==> config.mk <==
export PLATFORM = sky130hd
export DESIGN_NAME = chaining_record_table
export DESIGN_NICKNAME = d
export VERILOG_FILES = /design/src/rtl/chaining_record_table.sv
export SDC_FILE = /design/constraint.sdc
export NUM_CORES = 2
export LEC_CHECK = 0
export CAP_MARGIN = 40
export CORE_AREA = 2 2 519 521
export CTS_CLUSTER_SIZE = 40
export DETAILED_ROUTE_END_ITERATION = 7
export DIE_AREA = 0 0 521 523
export PLACE_DENSITY_LB_ADDON = 0.15
export SLEW_MARGIN = 20
export SYNTH_ARGS = -nofsm -noshare
export SYNTH_HDL_FRONTEND = slang
export SYNTH_SLANG_ARGS = --single-unit
==> constraint.sdc <==
create_clock -name clock -period 3 [get_ports clock]
set_input_delay 0.9 -clock clock [delete_from_list [all_inputs] [get_ports clock]]
set_output_delay 0.9 -clock clock [all_outputs]
set_load 0.005 [all_outputs]
==> src/rtl/chaining_record_table.sv <==
// Record table of in-flight vector instructions used for chaining checks.
// Each slot tracks a destination group, instruction index and a 256-bit element-written mask.
module chaining_record_table #(
    parameter int NUM_RECORDS = 4
) (
    input  logic                       clock,
    input  logic                       reset,
    input  logic                       enq_valid,
    output logic                       enq_ready,
    input  logic                       enq_bits_vd_valid,
    input  logic [4:0]                 enq_bits_vd,
    input  logic [2:0]                 enq_bits_instIndex,
    input  logic [255:0]               enq_bits_elementMask,
    input  logic                       wb_valid,
    input  logic [2:0]                 wb_instIndex,
    input  logic [2:0]                 wb_vdOffset,
    input  logic [4:0]                 wb_offset,
    input  logic                       retire_valid,
    input  logic [2:0]                 retire_instIndex,
    output logic [NUM_RECORDS-1:0]     record_valid,
    output logic [NUM_RECORDS-1:0]     record_vd_valid,
    output logic [5*NUM_RECORDS-1:0]   record_vd,
    output logic [3*NUM_RECORDS-1:0]   record_instIndex,
    output logic [256*NUM_RECORDS-1:0] record_elementMask,
    output logic [NUM_RECORDS-1:0]     record_done
);

    logic         r_valid      [NUM_RECORDS];
    logic         r_vd_valid   [NUM_RECORDS];
    logic [4:0]   r_vd         [NUM_RECORDS];
    logic [2:0]   r_inst_index [NUM_RECORDS];
    logic [255:0] r_mask       [NUM_RECORDS];

    logic [NUM_RECORDS-1:0] w_free;
    logic [NUM_RECORDS-1:0] w_dup;
    logic [NUM_RECORDS-1:0] w_alloc;
    logic [NUM_RECORDS-1:0] w_wb_hit;
    logic [NUM_RECORDS-1:0] w_ret_hit;
    logic                   w_enq_fire;
    logic [7:0]             w_wb_bit;

    assign w_wb_bit   = {wb_vdOffset, wb_offset};
    assign enq_ready  = (|w_free) && !(|w_dup);
    assign w_enq_fire = enq_valid && enq_ready;

    genvar gi;
    generate
        for (gi = 0; gi < NUM_RECORDS; gi++) begin : g_slot
            assign w_free[gi]    = !r_valid[gi];
            assign w_dup[gi]     = r_valid[gi] && (r_inst_index[gi] == enq_bits_instIndex);
            assign w_wb_hit[gi]  = wb_valid && r_valid[gi] && r_vd_valid[gi]
                                   && (r_inst_index[gi] == wb_instIndex);
            assign w_ret_hit[gi] = retire_valid && r_valid[gi]
                                   && (r_inst_index[gi] == retire_instIndex);

            // Priority encoder: only the lowest-numbered free slot takes a new record.
            if (gi == 0) begin : g_first
                assign w_alloc[gi] = w_free[gi];
            end else begin : g_rest
                assign w_alloc[gi] = w_free[gi] && !(|w_free[gi-1:0]);
            end

            assign record_valid[gi]               = r_valid[gi];
            assign record_vd_valid[gi]            = r_vd_valid[gi];
            assign record_vd[5*gi +: 5]           = r_vd[gi];
            assign record_instIndex[3*gi +: 3]    = r_inst_index[gi];
            assign record_elementMask[256*gi +: 256] = r_mask[gi];
            assign record_done[gi]                = r_valid[gi] && (&r_mask[gi]);
        end
    endgenerate

    // A freshly allocated slot was free at start of cycle, so retire and
    // write-back can never target it in the same cycle.
    always_ff @(posedge clock) begin
        if (reset) begin
            for (int i = 0; i < NUM_RECORDS; i++) begin
                r_valid[i]      <= 1'b0;
                r_vd_valid[i]   <= 1'b0;
                r_vd[i]         <= '0;
                r_inst_index[i] <= '0;
                r_mask[i]       <= '0;
            end
        end else begin
            for (int i = 0; i < NUM_RECORDS; i++) begin
                if (w_ret_hit[i]) begin
                    r_valid[i]    <= 1'b0;
                    r_vd_valid[i] <= 1'b0;
                    r_mask[i]     <= '0;
                end else if (w_enq_fire && w_alloc[i]) begin
                    r_valid[i]      <= 1'b1;
                    r_vd_valid[i]   <= enq_bits_vd_valid;
                    r_vd[i]         <= enq_bits_vd;
                    r_inst_index[i] <= enq_bits_instIndex;
                    r_mask[i]       <= enq_bits_elementMask;
                end else if (w_wb_hit[i]) begin
                    r_mask[i][w_wb_bit] <= 1'b1;
                end
            end
        end
    end

endmodule
==> metrics.md <==
| Metric | Value |
|---|---|
| Top Family by Delay on Critical Path | simple AND/OR/NAND/NOR gates |
| Hold wc startpoint | enq_bits_elementMask[22] |
| Worst IR Drop VDD | about 0.58 mV |
| Row cnt | between 150 and 200 |
| Arrival time worst endpoint | roughly 3.4 ns |
| Setup crit end kind | output port |
| Die width | around 520 µm |
| Setup Slack @ Placement | -1.73 ns |
| Syn Nets | ~5k |
| Cts-stage hold buffer count | 0 |
| # nets final | 7,670 |
| 1st-iter DRT viols | approximately 6.6k |
| Slew Limit Headroom | approximately 20% |
| Routed Antenna Nets | 0 |
| Worst path max stage delay | about 0.46 ns |
| DR vias | 57.4k |
| Cells along the critical path | nand4_1, nor4_1, buf_4, nand4_1, buf_4, nor4_4, buf_4, buf_6 |
| EDFF count, synth | 1,064 |
| Sequential cell area | ~32,000 µm² |
| Simple-gate share of the synthesized area | between 10 and 15% |
| Chip height | 523 µm |
| Data required, critical path | approximately 2.1 ns |
| Drt total wl | about 380,000 µm |
| Final Slew Violations | 0 |
| CP max stage cell | edfxtp_1 |
| Failing checks | negative setup slack |
| RR Startpoint | r_inst_index[3][1] |
| Number of max-cap violations | 0 |
| Synth area leaders | edfxtp_1, o21ai_0, o22ai_1 |
| FF+latch count, synth | between 1k and 1.5k |
| Worst hold path class | input port to register |
| Main combinational cell family by area after synthesis | compound AO/OA/AOI/OAI gates |
| Synth Area in Adders | 0% |
| I/O Buffers | 1,352 |
| Multiplexer share of the synthesized area | 0% |
| Avg Inst Size Synth | about 11 µm² |
| Setup crit start kind | register |
| Final worst setup slack | -1.26 ns |
| Routed vias/inst | roughly 5.2 |
| Critical path class | register to output port |
| Share of cells above drive strength 1 | 28.2% |
| Dpl cell area | ~84,000 µm² |
| P_leak | 31.1 nW |
| CP dominant cell by count | buf_4 |
| Core area | roughly 270,000 µm² |
| Clock buffer depth | 3 |
| Post-layout min period | ~4.3 ns |
| Worst-margin pin slew | 1.19 ns |
| Post-Route Utilization | 33.4% |
| Initial antenna violation count | 70 |
| Clock Sinks | roughly 1.1k |
| Fin crit share | 142% |
| Power Dens Cells | 487 nW/µm² |
| P&R area growth vs syn | 67.9% |
| Initial core utilization | between 10% and 20% |
| Synthesized area | approximately 53,000 µm² |
| Routability cong. | roughly 0.93 |
| Max frequency | between 0.2 and 0.25 GHz |
| Top_reg_cell synth | edfxtp_1 |
| Clock skew | just under 0.05 ns |
| Hold Fails Final Rpt | 0 |
| CTS clk-pin slew, worst paths | ~0.060 ns |
| Gate Count Post-Synth | roughly 4.7k |
| I/O pin count | 1,353 |
| First-pass GRT wire length | 504,000 µm |
| Cell taking the most area after synthesis | edfxtp_1 |
| Dpl cells | approximately 11k |
| Compound-Gate Fraction of Synth Area | 24.2% |
| RSZ-0062 raised after global routing | true |
| DRC | 0 |
| Finished Layout Cells | approximately 11k |
| Seq/Total Area, Yosys | 60.2% |
| Inserted Clock Buffers | 139 |
| GRT Util Overall | a little over a quarter |
| Post-Synth XOR/XNOR Area | 0.594% |
| Largest net degree at the start of global routing | around 150 |
| Footprint of the multi-input gates | about 19,000 µm² |
| WL/cell | 34.6 µm |
| 1st-pass router iterations | 6 |
| Fill count | between 20k and 30k |
| Worst hold slack | about 0.76 ns |
| CP Launch Point | r_mask[3][193] |
| CTS tree | built |
| Area share of the largest cell type after synthesis | around three fifths |
| GR Overflow Total | 0 |
| Buf/Inv on CP | 4 |
| Root Buffer | clkbuf_16 |
| Status | complete, but fails checks |
| Yosys warns | 0 |
| Die area | approximately 270,000 µm² |
| Synth unique cells | 34 |
| DP HPWL | roughly 300,000 µm |
| Final setup viols | 4 |
| Async SR Flop Fraction | 0% |
| Clock Latency Late Sink | about 0.84 ns |
| Design Area, Final | approximately 89,000 µm² |
| H-tree Lvls | 4 |
| Number of global-route vias before repair | around 56k |
| CP max FO | 2 |
==> placed cells by master (no fill, tap or decap), types with 42 or more instances in the layout <==
cell,count
nand2b_1,269
clkbuf_16,140
nor4_1,42
o2bb2ai_1,256
o22ai_1,668
nand2_1,272
clkdlybuf4s50_1,1302
o22ai_2,100
buf_12,197
edfxtp_1,1064
o21ai_0,1021
nand4_1,268
buf_4,1543
==> final timing paths <==
check	endpoint	slack, ns	depth (start not counted)
worst max register to register	r_mask[2][50]	0.08	10
worst min-delay path	r_mask[3][22]	0.76	2
worst max-delay path	record_done[3]	-1.26	8
worst min register to register	r_valid[1]	1.17	4
==> sequential cells by signal, indices dropped and copies added (netlist names) <==
signal / count
r_vd: 20
r_vd_valid: 4
r_valid: 4
r_inst_index: 12
r_mask: 1024
==> routing by layer <==
metal	share of wire (%)	wire (µm)	track usage (%)
met5	0.048	183	0
met4	5.0	19000	11.6
met3	8.2	31400	5.86
met2	48	183000	45.3
met1	39	150000	33.1
==> where the power goes <==
| part | switching [mW] | leakage (nW) | internal [mW] | total [mW] |
|---|---|---|---|---|
| clock network | 7.41 | 2.11 | 9.18 | 16.6 |
| registers | 0.870 | 11.2 | 17.6 | 18.5 |
| logic | 4.14 | 17.8 | 4.13 | 8.27 |
==> cell families (layout without fill, tap and decap cells) <==
| group | after synthesis | in the layout |
|---|---|---|
| compound gates | 2054 | 2054 |
| flops | 1064 | 1064 |
| simple gates | 989 | 989 |
| buf+inv | 535 | 3353 |
| xor+xnor | 36 | 36 |
| other cells | 0 | 26 |
==> cells in the mapped netlist, types with 42 or more instances <==
library cell  number
nand2_1          275
nand2b_1         269
o2bb2ai_1        256
clkbuf_1         348
edfxtp_1        1064
nand4_1          268
o21ai_0         1021
o22ai_1          668
nor4_1            64
buf_2             89
buf_6             42
o22ai_2          100
==> what timing repair did <==
item / in CTS / in global routing
buffers inserted: 17 / 17
resized for setup: 93 / 19
pin swaps: 24 / 22
endpoints found under the setup margin: 42 / 13
==> through the flow <==
| stage | power (mW) | setup TNS [ns] |
|---|---|---|
| after floorplan | 20.2 | 0 |
| after global placement | 27.0 | -887.66 |
| after detailed placement | 27.0 | -973.83 |
| after CTS | 43.5 | -5.54 |
| after global routing | 44.5 | -5.27 |
| final | 43.3 | -4.81 |
==> final cells by class <==
cell class	instances	area share, %
tap	3552	4.99
inverter	5	0.0211
antenna	26	0.0731
clock inverter	81	0.823
timing repair buffer	3097	32.7
sequential	1064	35.9
multi-input combinational	3079	21.5
clock buffer	170	4.06
Note: power is estimated with default switching activity, not from simulation.
